## src/rtl/clk_div_multi.sv

```systemverilog
// Multi-channel programmable clock divider: CHANNELS independent square-wave outputs with tick strobes.
// Optional macro CLK_DIV_MULTI_TICK_EN enables the tick registers; without it tick is tied low.
module clk_div_multi #(
    parameter int          CHANNELS    = 4,
    parameter int          CNT_W       = 32,
    parameter int unsigned DEFAULT_DIV = 25000000
) (
    input  logic                      clk,
    input  logic                      reset,
    input  logic [CHANNELS-1:0]       en,
    input  logic [CHANNELS*CNT_W-1:0] div_value,
    input  logic [CHANNELS-1:0]       load,
    input  logic                      sync_restart,
    output logic [CHANNELS-1:0]       clk_out,
    output logic [CHANNELS-1:0]       tick
);

    localparam logic [CNT_W-1:0] DEF_DIV = CNT_W'(DEFAULT_DIV);

    for (genvar i = 0; i < CHANNELS; i++) begin : g_ch
        logic [CNT_W-1:0] div_q;
        logic [CNT_W-1:0] cnt_q;
        logic [CNT_W-1:0] last_cnt;
        logic             clk_q;
        logic             restart;
        logic             terminal;

        // A divide value of 0 behaves like 1: terminal count is 0 either way.
        assign last_cnt = (div_q == '0) ? '0 : div_q - CNT_W'(1);
        assign restart  = sync_restart | load[i];
        assign terminal = (cnt_q == last_cnt);

        always_ff @(posedge clk or posedge reset) begin
            if (reset) begin
                div_q <= DEF_DIV;
                cnt_q <= '0;
                clk_q <= 1'b0;
            end else if (restart) begin
                if (load[i]) begin
                    div_q <= div_value[i*CNT_W +: CNT_W];
                end
                cnt_q <= '0;
                clk_q <= 1'b0;
            end else if (en[i]) begin
                if (terminal) begin
                    cnt_q <= '0;
                    clk_q <= ~clk_q;
                end else begin
                    cnt_q <= cnt_q + CNT_W'(1);
                end
            end
        end

        assign clk_out[i] = clk_q;

`ifdef CLK_DIV_MULTI_TICK_EN
        logic tick_q;

        // Tick coincides with the toggle of clk_q, so it uses the same condition.
        always_ff @(posedge clk or posedge reset) begin
            if (reset) begin
                tick_q <= 1'b0;
            end else begin
                tick_q <= ~restart & en[i] & terminal;
            end
        end

        assign tick[i] = tick_q;
`else
        assign tick[i] = 1'b0;
`endif
    end

endmodule

```

## config.mk

```make
export PLATFORM = sky130hd
export DESIGN_NAME = clk_div_multi
export DESIGN_NICKNAME = d
export VERILOG_FILES = /design/src/rtl/clk_div_multi.sv
export SDC_FILE = /design/constraint.sdc
export NUM_CORES = 1
export LEC_CHECK = 0
export BUFFER_PORTS_ARGS = -buffer_cell sky130_fd_sc_hd__clkbuf_2
export CAP_MARGIN = 0
export CORE_ASPECT_RATIO = 1.75
export CORE_MARGIN = 1
export CORE_UTILIZATION = 50
export DETAILED_ROUTE_END_ITERATION = 12
export PLACE_DENSITY_LB_ADDON = 0.25
export SLEW_MARGIN = 20
export SYNTH_ARGS = -nofsm -noshare
export SYNTH_HDL_FRONTEND = slang
export SYNTH_SLANG_ARGS = --single-unit
```

## constraint.sdc

```tcl
create_clock -name clk -period 11 [get_ports clk]
set_input_delay 1.1 -clock clk [delete_from_list [all_inputs] [get_ports clk]]
set_output_delay 1.1 -clock clk [all_outputs]
set_load 0.005 [all_outputs]
```

Word-level counts from Yosys, hierarchy flattened. Index checks and enable logic that the tools add are counted.

$add $sub $neg: 8. $mul: 0. Div/mod/pow operators: 0. Order comparisons: 0. Eq/ne operators: 4. Shift operators: 0. Multiplexer cells: 28. Bitwise operators: 8. Reduce and logical (&&, ||, !) cells: 20.

Operator list (number): two-way mux 32 bit (16); adder 32 x 1 -> 32 bit (second input constant) (4); == test 32 bit (4); logical NOT 32 bit (4); subtractor 32 x 1 -> 32 bit (second input constant) (4); AND reduction 2 bit (8); nonzero test 2 bit (8); two-way mux 1 bit (12); inverter 1 bit (4); bitwise OR 1 bit (4).

Flip-flop bits (word level): 260. Latch bits: 0. Bits in writable memories: 0. ROM bits: 0. Bits of input ports: 139. Output and inout bits: 8. Logic and storage cells: 80. Memories: 0.

Logic depth before layout (Yosys ltp). Gate-level depths: netlist of run 1.

Word-level depth: 6. Depth in mapped cells: 14. Gate-level depth less buffers: 11.

Least setup slack after synthesis of run 1. No wires, ideal clock.

Path kind: register to register. From: register g_ch[1].div_q[3]. To: register g_ch[1].cnt_q[10]. Data arrival time: 3.593 ns. Path slack: 7.286 ns. Cell stages (with the launch flop): 13. Path buffers: 3. Clock period less this slack: 3.714 ns. Cell sequence: dfrtp_1 > or4_4 > or4_1 > clkbuf_1 > buf_2 > nor4_1 > mux2i_1 > o2111ai_1 > a2111oi_0 > nand4_1 > o31ai_1 > buf_2 > nor2_1.

Longest elaborated chain between the ends: 6. Elaborated cells between the ends (all ways): 7.

Ends and longest elaborated chain: start: declaration (line 21) `logic [CNT_W-1:0] div_q;`; start signal: assignment (line 40) `div_q <= div_value[i*CNT_W +: CNT_W];`; subtractor 32 x 1 -> 32 bit or logical NOT 32 bit (tied branches) (line 29) `assign last_cnt = (div_q == '0) ? '0 : div_q - CNT_W'(1);`; two-way mux 32 bit (*) (line 29); == test 32 bit (*) (line 31) `assign terminal = (cnt_q == last_cnt);`; two-way mux 32 bit (*) (line 45) `if (terminal) begin`; two-way mux 32 bit (*) (line 44) `end else if (en[i]) begin`; two-way mux 32 bit (*) (line 38) `end else if (restart) begin`; end signal: assignment (line 49) `cnt_q <= cnt_q + CNT_W'(1);`; end: declaration (line 22) `logic [CNT_W-1:0] cnt_q;`.

Mark *: on every way between the ends. The rest lies on a longest branch, timed or not. The select of a mux whose other input is x is not followed. A chain may end at the register's enable or synchronous reset.

Worst setup path after layout of run 1.
From: register g_ch[1].div_q[0]. To: register g_ch[1].cnt_q[29].

Same word-level chain as after synthesis.

==> results of run 1 <==
report_power, final:
part	switching (uW)	internal, uW
sequential	91.3	1020
clock	396	526
combinational	175	150
total	663	1690
per-stage QoR:
step | area (um2) | hold WS (ns) | utilization
detailed placement | 18400 | 0.542 | 0.535
global placement | 18400 | 0.526 | 0.534
floorplan | 17500 | 0.504 | -
finish | 19300 | 0.544 | 0.561
global route | 19300 | 0.571 | 0.561
CTS | 19300 | 0.552 | 0.560
kinds of logic after synthesis:
| logic type | count (synthesis) | synth area share |
|---|---|---|
| AO/OA/AOI/OAI | 292 | 0.118 |
| XOR/XNOR | 223 | 0.116 |
| adder cells (fa/ha/maj) | 8 | 0.00573 |
| buffers and inverters | 157 | 0.0364 |
| flip-flops | 260 | 0.376 |
| multiplexers | 131 | 0.0832 |
| other | 1 | 0.000215 |
| AND/OR/NAND/NOR | 887 | 0.265 |
layer usage:
layer | share of wire | up-vias | wire length [um] | global-route usage
li1 | - | 7326 | - | -
met1 | 0.36 | 7575 | 18500 | 0.313
met2 | 0.53 | 478 | 27200 | 0.538
met5 | 0.00025 | - | 13 | 0
met3 | 0.045 | 182 | 2300 | 0.0436
met4 | 0.060 | 2 | 3090 | 0.176
layout by cell type (no fill, tap or decap), types with 60 or more instances in the layout:
master    synthesis  layout
xor2_1          105     105
nand3_1          88      88
dfrtp_1         212     212
mux2_2          114     114
xnor2_1         113     113
nand2_1         127     127
o21ai_0          60      60
nand4_1          78      78
nor4_1           71      69
nor3_1           79      79
nor2_1          242     242
clkbuf_2          0     142
layout make-up:
class / instances / share of cell area
Multi-Input combinational cell: 1545 / 0.536
Inverter: 39 / 0.00796
Tap cell: 460 / 0.0298
Sequential cell: 260 / 0.340
Clock inverter: 12 / 0.00635
Clock buffer: 37 / 0.0390
Antenna cell: 2 / 0.000259
Timing Repair Buffer: 152 / 0.0412
worst max-delay path: cells and delay by family, from the launching register on:
family	cells	cell delay, ns
AO/OA/AOI/OAI	3	1.11
flip-flops	1	0.42
adder cells (fa/ha/maj)	1	0.20
AND/OR/NAND/NOR	6	2.40
buffers and inverters	3	0.58
path summary, 6_finish.rpt:
check	start	cells past startpoint	end
max	g_ch[1].div_q[0]	13	g_ch[1].cnt_q[29]
min	g_ch[2].div_q[25]	1	g_ch[2].div_q[25]
max reg2reg	g_ch[1].div_q[0]	13	g_ch[1].cnt_q[29]
min reg2reg	g_ch[2].div_q[25]	1	g_ch[2].div_q[25]
max in group asynchronous	reset	3	g_ch[0].div_q[8]
min in group asynchronous	reset	2	g_ch[3].cnt_q[27]
state kept, by name, summed over array words and instances (netlist names):
name / flops
g_ch.div_q: 128
g_ch.clk_q: 4
g_ch.cnt_q: 128
==> metrics.txt, run 1 <==
number of flops mapped to enable cells by yosys 0; worst skew pair latency 0.57 ns; endpoints failing setup 0; measured slew at the worst slew-check pin 0.927 ns; worst path required time 11.43 ns; sequential fraction of the synthesis area 0.376; vias in the first global route 15700; layout cells sized above 1 0.193; Seq cells post-synth 260; drt drc 0; Non-Filler Instances 2507; most common cell in the synthesized netlist nor2_1; initial antenna violation count 3; worst vdd ir 155 uV; Die Width 143 um; total clock sinks 260; Clock Tree Buf Depth 3; DR iter-0 viols 867; WL/cell 20.4 um; CP dominant cell by count nand4_1; Antenna Nets Post-Route 0; # hold bufs at CTS 0; total setup buffers inserted after CTS 0; post-detail-place hpwl 38400 um; Final TNS setup 0 ns; overall routing resource usage 0.294; Initial Util 0.507; Reg clk slew, reported paths 0.06 ns; final worst slack 6.11 ns; max-cap check violation count 0; CTS tree built; count of cell types in the netlist 81; post-synth top area cell dfrtp_1; kind of critical path reg2reg; startpoint types register; routed vias 15600; routability congestion estimate from global placement 0.921; clock root buffer clkbuf_16; top cell type's share of synthesized area 0.304; die footprint 35700 um2; area of the core 34500 um2; Final Max Tran Viols 0; Cell Chain, Critical Path inv_1 -> ha_1 -> nor3b_1 -> nand4_1 -> nor3_1 -> buf_4 -> a221oi_1 -> a2111o_1 -> nor4_1 -> nand4_1 -> o31ai_4 -> buf_8 -> nor2_1; storage element area 6570 um2; fill count 3150; die height 249 um; CP endpoint kind register; final hold viol count 0; CP arrival 5.32 ns; synth-to-layout area growth 10.6%; reg-to-reg slack, setup 6.11 ns; synthesized cell area 17500 um2; row count 90; H-tree Lvls 1; # IOs 147; crit-path max FO 19; syn avg cell area 8.92 um2; largest cells by area after synthesis dfrtp_1 30%, mux2_2 7.3%, dfstp_2 7.2%; fin crit period 4.89 ns; LEAKAGE 0.00725 uW; Detailed Route WL 51100 um; DR pass1 iterations 5; placed instance count 2456; pre-CTS setup slack 6.04 ns; Layout Skew 0.0265 ns; global-route wire length before repair 82300 um; post-synthesis async set-or-reset flop share 1.00; largest net degree at the start of global routing 111; Slowest-stage cell, CP nor3b_1; CP peak stage delay 0.71 ns; Num CTS Buffers 27; PwrDens 122 nW/um2; multi-input logic area 10300 um2; Tot Pwr 2360 uW; Post-synth top cells 242 x nor2_1, 212 x dfrtp_1, 127 x nand2_1; YS warnings 0; Final Net Count 2172; Slew headroom 0.376; I/O Buffers 142; final period utilization 0.444; PostCTS Resize Cnt 0; status finished clean; GRT overflow 0; Hold Path Class reg2reg; Mapped Cells 1959; main flop type after synthesis dfrtp_1; fmax 205 MHz; RSZ-0062 raised after global routing no; Via density 6.21
Note: power is estimated with default switching activity, not from simulation.
==> inputs of run 2 (changes only) <==
==> constraint.sdc (replaced) <==
create_clock -name clk -period 4.4 [get_ports clk]
set_input_delay 0.44 -clock clk [delete_from_list [all_inputs] [get_ports clk]]
set_output_delay 0.44 -clock clk [all_outputs]
set_load 0.005 [all_outputs]
==> run 2 against run 1 <==
Net effect: global-route usage shrank 0.18 points; sequential share of layout area shrank 0.46 points; clock skew shrank 0.017 ns; critical path type unchanged; largest cell class unchanged.
==> metrics.txt, run 2 (same netlist as run 1, synthesis figures left out) <==
overall routing resource usage 0.293 (was 0.294); Non-Filler Instances 2542 (was 2507); worst path required time 4.83 ns (was 11.43 ns); # IOs 147 (unchanged); worst vdd ir 333 uV (was 155 uV); RSZ-0062 raised after global routing no (unchanged); die height 249 um (unchanged); routed vias 15700 (was 15600); startpoint types register (unchanged); Tot Pwr 5910 uW (was 2360 uW); Top delay family on crit path simple AND/OR/NAND/NOR gates (unchanged); Largest regs g_ch.cnt_q (128), g_ch.div_q (128), g_ch.clk_q (4) (unchanged); commonest cells after routing, fill and taps aside 242 x nor2_1, 212 x dfrtp_1, 142 x clkbuf_2, 127 x nand2_1, 114 x mux2_2 (unchanged); drt drc 0 (unchanged); Layout Skew 0.00975 ns (was 0.0265 ns); largest net degree at the start of global routing 111 (unchanged); fill count 3138 (was 3150); fmax 242 MHz (was 205 MHz); CP arrival 4.57 ns (was 5.32 ns); DR iter-0 viols 1029 (was 867); Final Max Tran Viols 0 (unchanged); routability congestion estimate from global placement 0.990 (was 0.921); max-cap check violation count 0 (unchanged); Detailed Route WL 51200 um (was 51100 um); kind of critical path reg2reg (unchanged); I/O Buffers 142 (unchanged); measured slew at the worst slew-check pin 0.902 ns (was 0.927 ns); Final TNS setup 0 ns (unchanged); CP peak stage delay 0.56 ns (was 0.71 ns); Reg clk slew, reported paths 0.07 ns (was 0.06 ns); status finished clean (unchanged); Die Width 143 um (unchanged); global-route wire length before repair 82200 um (was 82300 um); multi-input logic area 10300 um2 (about the same); post-detail-place hpwl 38900 um (was 38400 um); vias in the first global route 15700 (about the same); crit-path max FO 30 (was 19); layout cells sized above 1 0.205 (was 0.193); Hold Path Class in2reg (was reg2reg); Num CTS Buffers 26 (was 27); GRT overflow 0 (unchanged); Antenna Nets Post-Route 0 (unchanged); DR pass1 iterations 6 (was 5); CTS tree built (unchanged); Clock Tree Buf Depth 3 (unchanged); Buf/Inv on CP 2 (was 3); total setup buffers inserted after CTS 0 (unchanged); placed instance count 2492 (was 2456); Initial Util 0.507 (unchanged); Slew headroom 0.399 (was 0.376); synth-to-layout area growth 12.1% (was 10.6%); LEAKAGE 0.00742 uW (was 0.00725 uW); storage element area 6570 um2 (unchanged); final period utilization 0.941 (was 0.444); Via density 6.19 (was 6.21); area of the core 34500 um2 (unchanged); Final Net Count 2208 (was 2172); initial antenna violation count 2 (was 3); CP endpoint kind register (unchanged); Slowest-stage cell, CP or3b_2 (was nor3b_1); clock root buffer clkbuf_16 (unchanged); total clock sinks 260 (unchanged); PwrDens 301 nW/um2 (was 122 nW/um2); H-tree Lvls 1 (unchanged); worst skew pair latency 0.55 ns (was 0.57 ns); die footprint 35700 um2 (unchanged); fin crit period 4.14 ns (was 4.89 ns); final hold viol count 0 (unchanged); CP dominant cell by count nor2_1 (was nand4_1); row count 90 (unchanged); commonest non-fill, non-tap cell in the layout nor2_1 (unchanged); endpoints failing setup 0 (unchanged); WL/cell 20.1 um (was 20.4 um); Cell Chain, Critical Path inv_1 -> ha_1 -> or3b_2 -> nor2_1 -> nand4_1 -> a221oi_1 -> nand3_1 -> or4_1 -> o41ai_2 -> buf_4 -> nor2_1 (was inv_1 -> ha_1 -> nor3b_1 -> nand4_1 -> nor3_1 -> buf_4 -> a221oi_1 -> a2111o_1 -> nor4_1 -> nand4_1 -> o31ai_4 -> buf_8 -> nor2_1)
[run 2: per-stage QoR]
stage / setup slack (ns) / hold slack (ns) / utilization / area (um2)
floorplan: 0.572 / 0.504 / - / 17500
global placement: 0.385 / 0.501 / 0.542 / 18700
detailed placement: 0.329 / 0.516 / 0.542 / 18700
CTS: 0.303 / 0.0530 / 0.568 / 19600
global route: 0.0409 / 0.0804 / 0.568 / 19600
finish: 0.260 / 0.0826 / 0.569 / 19600
[run 2: path summary, 6_finish.rpt]
path | startpoint | to | slack (ns) | cells past startpoint
min | div_value[86] | g_ch[2].div_q[22] | 0.08 | 3
max | g_ch[0].div_q[0] | g_ch[0].cnt_q[30] | 0.26 | 11
max in group asynchronous | reset | g_ch[0].div_q[25] | 2.80 | 4
min reg2reg | g_ch[2].div_q[25] | g_ch[2].div_q[25] | 0.53 | 1
max reg2reg | g_ch[0].div_q[0] | g_ch[0].cnt_q[30] | 0.26 | 11
min in group asynchronous | reset | g_ch[1].div_q[26] | 0.49 | 3
[run 2: worst reg2reg max path: stages (launching register included)]
cell and delay, ns:
dfrtp_1 0.46, inv_1 0.13, ha_1 0.25, or3b_2 0.56, nor2_1 0.27, nand4_1 0.33, a221oi_1 0.52, nand3_1 0.15
or4_1 0.56, o41ai_2 0.32, buf_4 0.36, nor2_1 0.11
[run 2: area by class of cell]
class / instances / share of cell area
multi-input combinational: 1545 / 0.527
timing repair buffer: 189 / 0.0559
clock buffer: 41 / 0.0402
tap: 460 / 0.0294
inverter: 39 / 0.00766
clock inverter: 7 / 0.00479
antenna: 1 / 0.000128
sequential: 260 / 0.335
[run 2: metal layers]
layer  vias to the layer above  track usage  share of wire
li1                       7393            -              -
met5                         -            0        0.00025
met3                       177       0.0369          0.040
met2                       477        0.547           0.54
met1                      7676        0.306           0.36
met4                         2        0.171          0.063
[run 2: where the power goes]
part / switching [uW] / internal (uW) / total, uW
registers: 222 / 2550 / 2770
clock network: 960 / 1350 / 2300
logic: 445 / 388 / 832
[run 2: timing repair]
| item | CTS | global route |
|---|---|---|
| hold buffers | 1 | 0 |
| hold endpoints to repair | 10 | 0 |
| resized for setup | 0 | 0 |
